===== src/rtl/alu_pkg.sv =====
`default_nettype none
// ============================================================================
// Module   : alu_pkg
// Purpose  : Shared widths, one-hot ALU opcode bit positions, the response
//            slot state encoding and a one-hot test helper for alu_arbiter.
// Ports    : none (package)
// Revision : 1.0 - initial release
// ============================================================================
package alu_pkg;

  localparam int ALUOP_W = 12;
  localparam int DATA_W  = 32;

  // Bit index of each operation inside the one-hot aluop vector.
  localparam int ADD  = 11;
  localparam int SUB  = 10;
  localparam int SLT  = 9;
  localparam int SLTU = 8;
  localparam int AND  = 7;
  localparam int NOR  = 6;
  localparam int OR   = 5;
  localparam int XOR  = 4;
  localparam int SLL  = 3;
  localparam int SRL  = 2;
  localparam int SRA  = 1;
  localparam int LUI  = 0;

  typedef enum logic [0:0] {
    SLOT_EMPTY = 1'b0,
    SLOT_HOLD  = 1'b1
  } slot_state_t;

  // True when exactly one bit is set: non-zero and clearing the lowest set
  // bit leaves nothing behind.
  function automatic logic is_onehot(input logic [ALUOP_W-1:0] op);
    logic [ALUOP_W-1:0] one;
    one = {{(ALUOP_W-1){1'b0}}, 1'b1};
    return (op != '0) && ((op & (op - one)) == '0);
  endfunction

endpackage
`default_nettype wire


===== src/rtl/alu_arbiter_rr_arb2.sv =====
`default_nettype none
// ============================================================================
// Module   : rr_arb2
// Purpose  : Two-way arbiter with a last-grant pointer (round-robin) or a
//            fixed priority to requester 0 when FIXED_PRIO != 0.
// Ports    : clk, resetn      - clock / async active-low reset
//            enable           - grant permitted this cycle (slot free)
//            req[1:0]         - valid requesters
//            grant[1:0]       - one-hot grant (a grant is always accepted)
// Revision : 1.0 - initial release
// ============================================================================
module rr_arb2 #(
  parameter int FIXED_PRIO = 0
) (
  input  logic       clk,
  input  logic       resetn,
  input  logic       enable,
  input  logic [1:0] req,
  output logic [1:0] grant
);

  // Index of the requester granted most recently. Resets to 1 so that
  // requester 0 wins the first conflict.
  logic last;

  always_comb begin
    grant = 2'b00;
    if (enable && resetn) begin
      unique case (req)
        2'b01:   grant = 2'b01;
        2'b10:   grant = 2'b10;
        2'b11:   grant = ((FIXED_PRIO != 0) || last) ? 2'b01 : 2'b10;
        default: grant = 2'b00;
      endcase
    end
  end

  // Every grant is accepted (ready == grant and the requester is valid),
  // so the pointer follows the grant directly.
  always_ff @(posedge clk or negedge resetn) begin
    if (!resetn) begin
      last <= 1'b1;
    end else if (grant[0]) begin
      last <= 1'b0;
    end else if (grant[1]) begin
      last <= 1'b1;
    end
  end

endmodule
`default_nettype wire


===== src/rtl/alu_arbiter.sv =====
`default_nettype none
// ============================================================================
// Module   : alu_arbiter
// Purpose  : Shares one external combinational ALU between two requesters.
//            A single response slot holds the result for one cycle or more
//            until the owning response port drains it; drain and refill may
//            happen in the same cycle for one op per cycle throughput.
// Ports    : clk, resetn                       - clock / async active-low reset
//            reqN_valid/ready/aluop/src1/src2  - request channels, N = 0,1
//            alu_aluop/alu_in_1/alu_in_2       - operands to the shared ALU
//            alu_result                        - ALU result, same cycle
//            rspN_valid/ready/result/err       - response channels, N = 0,1
// Revision : 1.0 - initial release
// ============================================================================
module alu_arbiter
  import alu_pkg::*;
#(
  parameter int FIXED_PRIO = 0
) (
  input  logic               clk,
  input  logic               resetn,

  input  logic               req0_valid,
  output logic               req0_ready,
  input  logic [ALUOP_W-1:0] req0_aluop,
  input  logic [DATA_W-1:0]  req0_src1,
  input  logic [DATA_W-1:0]  req0_src2,

  input  logic               req1_valid,
  output logic               req1_ready,
  input  logic [ALUOP_W-1:0] req1_aluop,
  input  logic [DATA_W-1:0]  req1_src1,
  input  logic [DATA_W-1:0]  req1_src2,

  output logic [ALUOP_W-1:0] alu_aluop,
  output logic [DATA_W-1:0]  alu_in_1,
  output logic [DATA_W-1:0]  alu_in_2,
  input  logic [DATA_W-1:0]  alu_result,

  output logic               rsp0_valid,
  input  logic               rsp0_ready,
  output logic [DATA_W-1:0]  rsp0_result,
  output logic               rsp0_err,

  output logic               rsp1_valid,
  input  logic               rsp1_ready,
  output logic [DATA_W-1:0]  rsp1_result,
  output logic               rsp1_err
);

  slot_state_t       state_q, state_d;
  logic              owner_q, owner_d;
  logic [DATA_W-1:0] result_q, result_d;
  logic              err_q, err_d;

  logic              full;
  logic              drain;
  logic              slot_free;
  logic [1:0]        grant;
  logic              any_grant;
  logic              op_err;

  assign full      = (state_q == SLOT_HOLD);
  assign drain     = full && (owner_q ? rsp1_ready : rsp0_ready);
  // The slot can take a new op if empty, or if the held result leaves
  // on this same edge.
  assign slot_free = !full || drain;

  rr_arb2 #(
    .FIXED_PRIO (FIXED_PRIO)
  ) u_arb (
    .clk    (clk),
    .resetn (resetn),
    .enable (slot_free),
    .req    ({req1_valid, req0_valid}),
    .grant  (grant)
  );

  assign any_grant  = grant[0] || grant[1];
  assign req0_ready = grant[0];
  assign req1_ready = grant[1];

  // Operand mux: the granted requester drives the ALU, otherwise all zero.
  always_comb begin
    alu_aluop = '0;
    alu_in_1  = '0;
    alu_in_2  = '0;
    if (grant[0]) begin
      alu_aluop = req0_aluop;
      alu_in_1  = req0_src1;
      alu_in_2  = req0_src2;
    end else if (grant[1]) begin
      alu_aluop = req1_aluop;
      alu_in_1  = req1_src1;
      alu_in_2  = req1_src2;
    end
  end

  assign op_err = !is_onehot(alu_aluop);

  always_ff @(posedge clk or negedge resetn) begin
    if (!resetn) begin
      state_q  <= SLOT_EMPTY;
      owner_q  <= 1'b0;
      result_q <= '0;
      err_q    <= 1'b0;
    end else begin
      state_q  <= state_d;
      owner_q  <= owner_d;
      result_q <= result_d;
      err_q    <= err_d;
    end
  end

  always_comb begin
    state_d  = state_q;
    owner_d  = owner_q;
    result_d = result_q;
    err_d    = err_q;
    if (any_grant) begin
      // New load; covers both EMPTY->HOLD and drain-and-refill.
      state_d  = SLOT_HOLD;
      owner_d  = grant[1];
      result_d = op_err ? '0 : alu_result;
      err_d    = op_err;
    end else if (drain) begin
      state_d  = SLOT_EMPTY;
    end
  end

  assign rsp0_valid  = full && !owner_q;
  assign rsp1_valid  = full &&  owner_q;
  assign rsp0_result = rsp0_valid ? result_q : '0;
  assign rsp1_result = rsp1_valid ? result_q : '0;
  assign rsp0_err    = rsp0_valid && err_q;
  assign rsp1_err    = rsp1_valid && err_q;

endmodule
`default_nettype wire

===== config.mk =====
export PLATFORM = sky130hd
export DESIGN_NAME = alu_arbiter
export DESIGN_NICKNAME = d
export VERILOG_FILES = /design/src/rtl/alu_pkg.sv /design/src/rtl/alu_arbiter_rr_arb2.sv /design/src/rtl/alu_arbiter.sv
export SDC_FILE = /design/constraint.sdc
export NUM_CORES = 1
export LEC_CHECK = 0
export CORE_AREA = 2 2 131 133
export DETAILED_ROUTE_END_ITERATION = 7
export DIE_AREA = 0 0 133 135
export GPL_ROUTABILITY_DRIVEN = 0
export RECOVER_POWER = 25
export SLEW_MARGIN = 10
export SYNTH_ARGS = -nofsm -noshare
export SYNTH_HDL_FRONTEND = slang
export SYNTH_SLANG_ARGS = --single-unit

===== constraint.sdc =====
create_clock -name clk -period 3.8 [get_ports clk]
set_clock_uncertainty 0.1 [all_clocks]
set_input_delay 0.95 -clock clk [delete_from_list [all_inputs] [get_ports clk]]
set_output_delay 0.95 -clock clk [all_outputs]
set_load 0.1 [all_outputs]

Word level (Yosys, flattened, before mapping)
Index checks and enable logic that the tools add are counted.
{ "totals": {"word_cells": 43, "inputBits": 190, "output_inout_bits": 146, "register_bits": 36} }
{ "classes": {"n_addsub": 1, "n_eq_ne": 3, "mux": 17, "n_bitwise": 1, "n_reduce_logical": 16} }
{ "op_table": {"columns": ["operator", "n"], "rows": [
  ["$mux 32", 7],
  ["$mux 12", 2],
  ["$and 12x12->12", 1],
  ["$logic_not 12->1", 1],
  ["$reduce_bool 12->1", 1],
  ["$sub 12x1->12 const B", 1],
  ["$logic_and 1x1->1", 7],
  ["$pmux 2 s3", 1],
  ["$mux 1", 5],
  ["$eq 2x2->1 const B", 2],
  ["$mux 2", 2],
  ["$reduce_bool 2->1", 2],
  ["$logic_not 1->1", 3],
  ["$eq 2x1->1 const B", 1],
  ["$logic_or 1x1->1", 2]
]} }

Longest topological paths before layout
{ "depth": {"ltp_word": 12, "ltp_mapped": 9, "depth_no_buf": 6} }

Cells and area by module
Synthesis repeated with hierarchy kept, for this count alone.
{ "unflattened": {"hier_cells": 302, "hier_area_um2": 2772.7} }
{ "by_module_without_submodules": {"columns": ["mod", "cells_each", "area_each_um2", "instances", "seq_area_each_um2"], "rows": [
  ["alu_arbiter", 295, 2696.3, 1, 875.8],
  ["rr_arb2", 7, 76.3, 1, 26.3]
]} }

Worst setup path after synthesis
Ideal clock, no wire load.
{ "synth_timing": {"path_kind": "input to output", "start": "in req0_valid", "end": "out alu_in_1[24]", "slack_ps": -970, "required_time_ps": 2750, "arrival_time_ps": 3720, "stages": 7, "cell_sequence": "buf_2 -> and2_1 -> clkbuf_1 -> and2_1 -> clkbuf_1 -> clkbuf_1 -> a22o_1"} }
{ "synth_rtl": {"columns": ["item", "line_no", "text"], "rows": [
  ["start, declared", "alu_arbiter.sv:23", "input logic req0_valid,"],
  ["$eq 2x2->1 or $eq 2x1->1 (tied branches)", "alu_arbiter_rr_arb2.sv:29", "unique case (req)"],
  ["$pmux 2 s3 *", "alu_arbiter_rr_arb2.sv:29", null],
  ["$mux 2 *", "alu_arbiter_rr_arb2.sv:28", "if (enable && resetn) begin"],
  ["named net req0_ready", "alu_arbiter.sv:24", "output logic req0_ready,"],
  ["$mux 32 *", "alu_arbiter.sv:88", "if (grant[0]) begin"],
  ["end, declared", "alu_arbiter.sv:36", "output logic [DATA_W-1:0] alu_in_1,"]
]} }
The timed path passes the listed nets; every way through them passes the cells marked *.

Worst setup path after layout
{ "layout_timing": {"start": "in rsp0_ready", "end": "out alu_in_2[24]"} }
{ "layout_between": {"elab_chain_len": 7} }
{ "layout_lines": {"columns": ["item", "line_no", "text"], "rows": [
  ["start, declared", "alu_arbiter.sv:41", "input logic rsp0_ready,"],
  ["$mux 1 *", "alu_arbiter.sv:64", "assign drain = full && (owner_q ? rsp1_ready : rsp0_ready);"],
  ["$logic_and 1x1->1 *", "alu_arbiter.sv:64", null],
  ["$logic_or 1x1->1 *", "alu_arbiter.sv:67", "assign slot_free = !full || drain;"],
  ["$logic_and 1x1->1 *", "alu_arbiter_rr_arb2.sv:28", null],
  ["$mux 2 *", "alu_arbiter_rr_arb2.sv:28", null],
  ["$mux 32", "alu_arbiter.sv:92", "end else if (grant[1]) begin"],
  ["$mux 32 *", "alu_arbiter.sv:88", null],
  ["end, declared", "alu_arbiter.sv:37", "output logic [DATA_W-1:0] alu_in_2,"]
]} }
Every way passes the cells marked *; elsewhere a longest branch is shown, timed or not.

==> flow_metrics.env <==
export IMPL_layout_setup_ws_ps=58.2
export IMPL_worst_setup_path_end_kind="primary output"
export IMPL_wl_microns=20800
export IMPL_synthMuxAreaShare_pct=0.639
export IMPL_crit_chain="clkdlybuf4s50_1 > mux2i_2 > a21boi_2 > and2_2 > buf_12 > a22o_2 > buf_12"
export IMPL_cts_hold_buf=0
export IMPL_yosysTopAreaCellShare_pct=28.0
export IMPL_drt_iter0_markers=191
export IMPL_cts_buffers=5
export IMPL_min_delay_start="result_q[9]"
export IMPL_final_common_cell="clkdlybuf4s50_1"
export IMPL_ctsRootBufferMaster="clkbuf_16"
export IMPL_avgSynthCellArea_sq_um=8.18
export IMPL_crit_slowest_cell="clkdlybuf4s50_1"
export IMPL_design_portCount=336
export IMPL_max_stage_delay_ps=420
export IMPL_cts_num_sinks=36
export IMPL_synthTopCellsByArea="dfrtp_1 28%, a22o_1 18%, and2_1 7.4%"
export IMPL_nets=899
export IMPL_drt_drc_violations_left=0
export IMPL_final_cell_mix="188 x clkdlybuf4s50_1, 117 x buf_12, 61 x a22o_2"
export IMPL_cp_data_arrival_time_ps=2690
export IMPL_synth_cell_type_count=39
export IMPL_pre_cts_ws_ps=-214
export IMPL_whs_endpoint="result_q[9]"
export IMPL_status="finished with violations"
export IMPL_period_minus_slack_ps=3740
export IMPL_cap_violations=1
export IMPL_hpwl_microns=17100
export IMPL_setup_viol=0
export IMPL_start_util_pct=19.1
export IMPL_drt_antenna_violating_nets=0
export IMPL_synth_simple_area_share_pct=23.9
export IMPL_wire_per_inst_microns=22.3
export IMPL_insertion_delay_ps=280
export IMPL_synth_cells=383
export IMPL_gr_total_overflow=0
export IMPL_violations="max-capacitance violations, max-slew violations"
export IMPL_p_per_area_nw_per_um2=518
export IMPL_synth_area_sq_um=3130
export IMPL_synthesis_nets=573
export IMPL_dr_total_vias=4524
export IMPL_critPathKind="in2out"
export IMPL_grt_pass1_vias=4664
export IMPL_hold_path_class="reg2reg"
export IMPL_ir_drop_uv=254
export IMPL_path_common_cell="buf_12"
export IMPL_r2r_slack_ps=1040
export IMPL_worstMarginPinSlew_ps=1580
export IMPL_antenna_found_initial=3
export IMPL_synth_compound_area_share_pct=39.3
export IMPL_die_w_microns=133
export IMPL_port_buffer_count=335
export IMPL_cts_max_level=2
export IMPL_fmax_mhz=267
export IMPL_finalCoreUtilization_pct=49.6
export IMPL_clkTransAtPathRegs_ps=50
export IMPL_hold_depth=2
export IMPL_rr_endpoint="result_q[27]"
export IMPL_dieHeight_microns=135
export IMPL_drive_gt1_share_pct=38.5
export IMPL_grt_max_degree=38
export IMPL_synth_fa_ha_area_share_pct=0.320
export IMPL_worst_r2r_path_depth=7
export IMPL_synthXorXnorAreaFrac_pct=0
export IMPL_areaGrowthSynthToFinish_pct=160
export IMPL_rsz0062_at_grt="no"
export IMPL_grtUsageTotal_pct=22.1
export IMPL_ys_seq_area_share_pct=28.8
export IMPL_grt_pass1_wl_microns=29900
export IMPL_clk_path_buf_depth=2
export IMPL_crit_required_ps=2750
export IMPL_postSynth_asyncResetShare_pct=100
export IMPL_startpoint_type="input pin"
export IMPL_fin_setup_tns_ps=0
export IMPL_report_final_hold_viol_count=0
export IMPL_vias_per_cell=4.86
export IMPL_dieArea_sq_um=18000
export IMPL_first_pass_iters=5
export IMPL_synth_edf_count=0
export IMPL_relSlewSlack_pct=-5.40
export IMPL_synth_area_leader_cell="dfrtp_1"
export IMPL_cts_tree="done"
export IMPL_num_rows=47
export IMPL_power_leakage_uw=0.00346
export IMPL_critical_path_max_fanout=31
export IMPL_synthFlopType="dfrtp_1"
export IMPL_finalCritPeriodShare_pct=98.5
export IMPL_coreArea_sq_um=16400
export IMPL_yosys_warnings=0
export IMPL_slew_viol_final=35
export IMPL_ys_seq_elements=36
export IMPL_r2r_start="owner_q"
export IMPL_synth_top_family_by_area="compound AO/OA/AOI/OAI gates"
## routing by layer
metal	global-route usage, %	vias up	part of all wire [%]	routed length [microns]
met3	7.36	23	9.6	1990
met2	40.0	223	52	10800
met4	4.84	2	1.8	376
li1	-	2095	-	-
met5	0	-	0.063	13
met1	25.3	2181	36	7580
## per-stage QoR
step | hold WS [ps] | instance area (sq um) | power, uW | std cells
after detailed placement | 386 | 8020 | 3850 | 922
after floorplan | 355 | 3260 | 2580 | 383
after CTS | 398 | 8170 | 4260 | 929
after global placement | 373 | 8020 | 3800 | 922
final | 397 | 8130 | 4210 | 931
after global routing | 423 | 8130 | 4380 | 930
## synth_stat cells, types with 2 or more instances
cell type  count
o31ai_1       27
buf_6          4
a22o_1        65
mux2i_1        2
nand4_1        2
o21ai_0       33
and3_1        36
clkbuf_1      37
a22oi_1        5
o31ai_2        5
or2_2          4
dfrtp_1       35
a32oi_1        9
inv_1          3
and2_1        37
nor2_1        15
nand2_1       38
buf_2          4
buf_1          2
## power by group
group,total (uW),internal [uW],switching (uW)
Clock,393,238,155
Sequential,545,477,67.7
Combinational,3280,1130,2140
Total,4210,1850,2370
## cell families after synthesis
kind of cell | Yosys count
compound gates | 155
simple gates | 139
buf+inv | 50
flops | 36
mux | 2
fa+ha+maj | 1
## how the worst max path moves through the flow
stage	start	to	slack (ps)	cells after the start
after floorplan	req0_valid	alu_in_1[24]	-150	7
after global placement	rsp1_ready	alu_in_2[31]	-130	7
final	rsp0_ready	alu_in_2[24]	60	7
after global routing	req1_valid	alu_aluop[4]	7	7
after detailed placement	rsp1_ready	alu_in_2[30]	-210	7
after CTS	req1_valid	alu_in_2[24]	40	7
## state kept, by name (all words and copies together) (netlist names)
name,cells
err_q,1
owner_q,1
result_q,32
u_arb.last,1
full,1
## final cells by class
| type | instances | area (sq um) |
|---|---|---|
| Sequential cell | 36 | 902 |
| Clock buffer | 6 | 129 |
| Timing Repair Buffer | 366 | 4640 |
| Fill cell | 1466 | 8270 |
| Inverter | 3 | 11.3 |
| Clock inverter | 1 | 5.00 |
| Tap cell | 220 | 275 |
| Antenna cell | 2 | 5.00 |
| Multi-Input combinational cell | 297 | 2160 |
## worst max-delay path: cells and delay by family
kind            cells  cell delay [ps]
buf+inv             3              780
compound gates      2              450
mux                 1              270
simple gates        1              230
## repair_timing
item	CTS	global route
gates cloned	0	0
buffers inserted	0	0
gates resized for setup	5	1
endpoints found under the setup margin	64	1
hold endpoints to repair	0	0
pin swaps	0	0
No activity file was read; power rests on OpenSTA's default activity.
==> edit (same flow settings) <==
Make the reset (`resetn`) synchronous in 2 clocked blocks. Comments in the files are not updated.
--- a/src/rtl/alu_arbiter_rr_arb2.sv
+++ b/src/rtl/alu_arbiter_rr_arb2.sv
@@ -39,3 +39,3 @@
   // so the pointer follows the grant directly.
-  always_ff @(posedge clk or negedge resetn) begin
+  always_ff @(posedge clk) begin
     if (!resetn) begin
--- a/src/rtl/alu_arbiter.sv
+++ b/src/rtl/alu_arbiter.sv
@@ -100,3 +100,3 @@
 
-  always_ff @(posedge clk or negedge resetn) begin
+  always_ff @(posedge clk) begin
     if (!resetn) begin
Check against the original RTL: differs if resetn is asserted again (counterexample within 4 cycles, from zero or initial values and one cycle with resetn low); with resetn held inactive, the same outputs for 4 cycles.
==> edit against the unedited design <==
Sequential share of layout area fell by 1.7 points. Synthesized area fell by 5.6%. Routed wire length fell by 14%. Register-to-register slack improved by 0.34 ns. Final area fell by 5.4%. Setup slack improved by 0.017 ns. Sequential cell count did not move. Synthesized cell count rose by 1.6%. Critical endpoint is now alu_in_1[1].
Power is not compared: it rests on default switching activity, and its combinational part moved more than twofold at a synthesized area within 25%.
==> edit: results (changes against the unedited design) <==
| Parameter | Value | Unit | Change |
| --- | --- | --- | --- |
| Slew at the pin closest to its max-slew limit | 1.30 | ns | was 1.58 ns |
| Arrival time reported for the critical path endpoint | 2.67 | ns | was 2.69 ns |
| Cells after synthesis | 389 | - | was 383 |
| Most area-consuming cells after synthesis | sky130_fd_sc_hd__dfxtp_1, sky130_fd_sc_hd__a22o_1, sky130_fd_sc_hd__and2_1, sky130_fd_sc_hd__and3_1, sky130_fd_sc_hd__nand3_1 | - | was sky130_fd_sc_hd__dfrtp_1, sky130_fd_sc_hd__a22o_1, sky130_fd_sc_hd__and2_1, sky130_fd_sc_hd__and3_1, sky130_fd_sc_hd__o31ai_1 |
| Wire length of the first global-routing pass | 26.0 | mm | was 29.9 mm |
| Largest net degree at the start of global routing | 68 | - | was 38 |
| Placed wire-length estimate after detailed placement | 14.5 | mm | was 17.1 mm |
| Met3 wirelength from detailed routing | 1.60 | mm | was 1.99 mm |
| Worst hold start | result_q[0]$_SDFFE_PN0P_ | - | was result_q[9]$_DFFE_PN0P_ |
| Global-route usage over all layers | 0.184 | - | was 0.221 |
| Initial antenna violation count | 5 | - | was 3 |
| Worst Setup EP | alu_in_1[1] | - | was alu_in_2[24] |
| Number of vias per cell | 4.72 | - | was 4.86 |
| Fraction of layout instances using a drive strength above 1 | 0.320 | - | was 0.385 |
| Result of the run | finished, final reports clean | - | was finished with violations |
| R2r worst-path depth | 9 | - | was 7 |
| Capture endpoint of the worst hold path | result_q[0]$_SDFFE_PN0P_ | - | was result_q[9]$_DFFE_PN0P_ |
| Placed Area | 7620 | sq um | was 8020 sq um |
| Maximum fanout along the worst path | 45 | - | was 31 |
| Violation count after the first detailed-route iteration | 198 | - | was 191 |
| Count of fill cells added during filler insertion | 1508 | - | was 1466 |
| Detailed-routed wire length on met2 | 8.87 | mm | was 10.8 mm |
| R2R setup slack | 1.38 | ns | was 1.04 ns |
| Vias | 4380 | - | was 4524 |
| Worst hold slack | 0.352 | ns | was 0.397 ns |
| Routed wirelength normalized by instance count | 19.1 | microns | was 22.3 microns |
| Resized cells post-CTS | 0 | - | was 5 |
edit: area by class of cell:
type / instances / area (sq um) / area share
Timing Repair Buffer: 354 / 4470 / 0.581
Multi-Input combinational cell: 308 / 2070 / 0.269
Sequential cell: 36 / 721 / 0.0937
Tap cell: 220 / 275 / 0.0358
Clock buffer: 6 / 139 / 0.0181
Clock inverter: 2 / 13.8 / 0.00179
Inverter: 1 / 3.75 / 0.000488
Antenna cell: 1 / 2.50 / 0.000325
edit: kinds of logic after synthesis:
group	synth area share
buf+inv	0.0800
mux	0.00508
compound gates	0.355
simple gates	0.313
fa+ha+maj	0.00339
flops	0.244
edit: metrics by stage:
stage                     TNS [ns]  utilization  setup slack [ns]
final                            0        0.469            0.0756
after global routing             0        0.469            0.0374
after CTS                        0        0.474            0.0724
after detailed placement         0        0.465            0.0746
after global placement           0        0.465            0.0906
after floorplan             -0.531            -           -0.0531
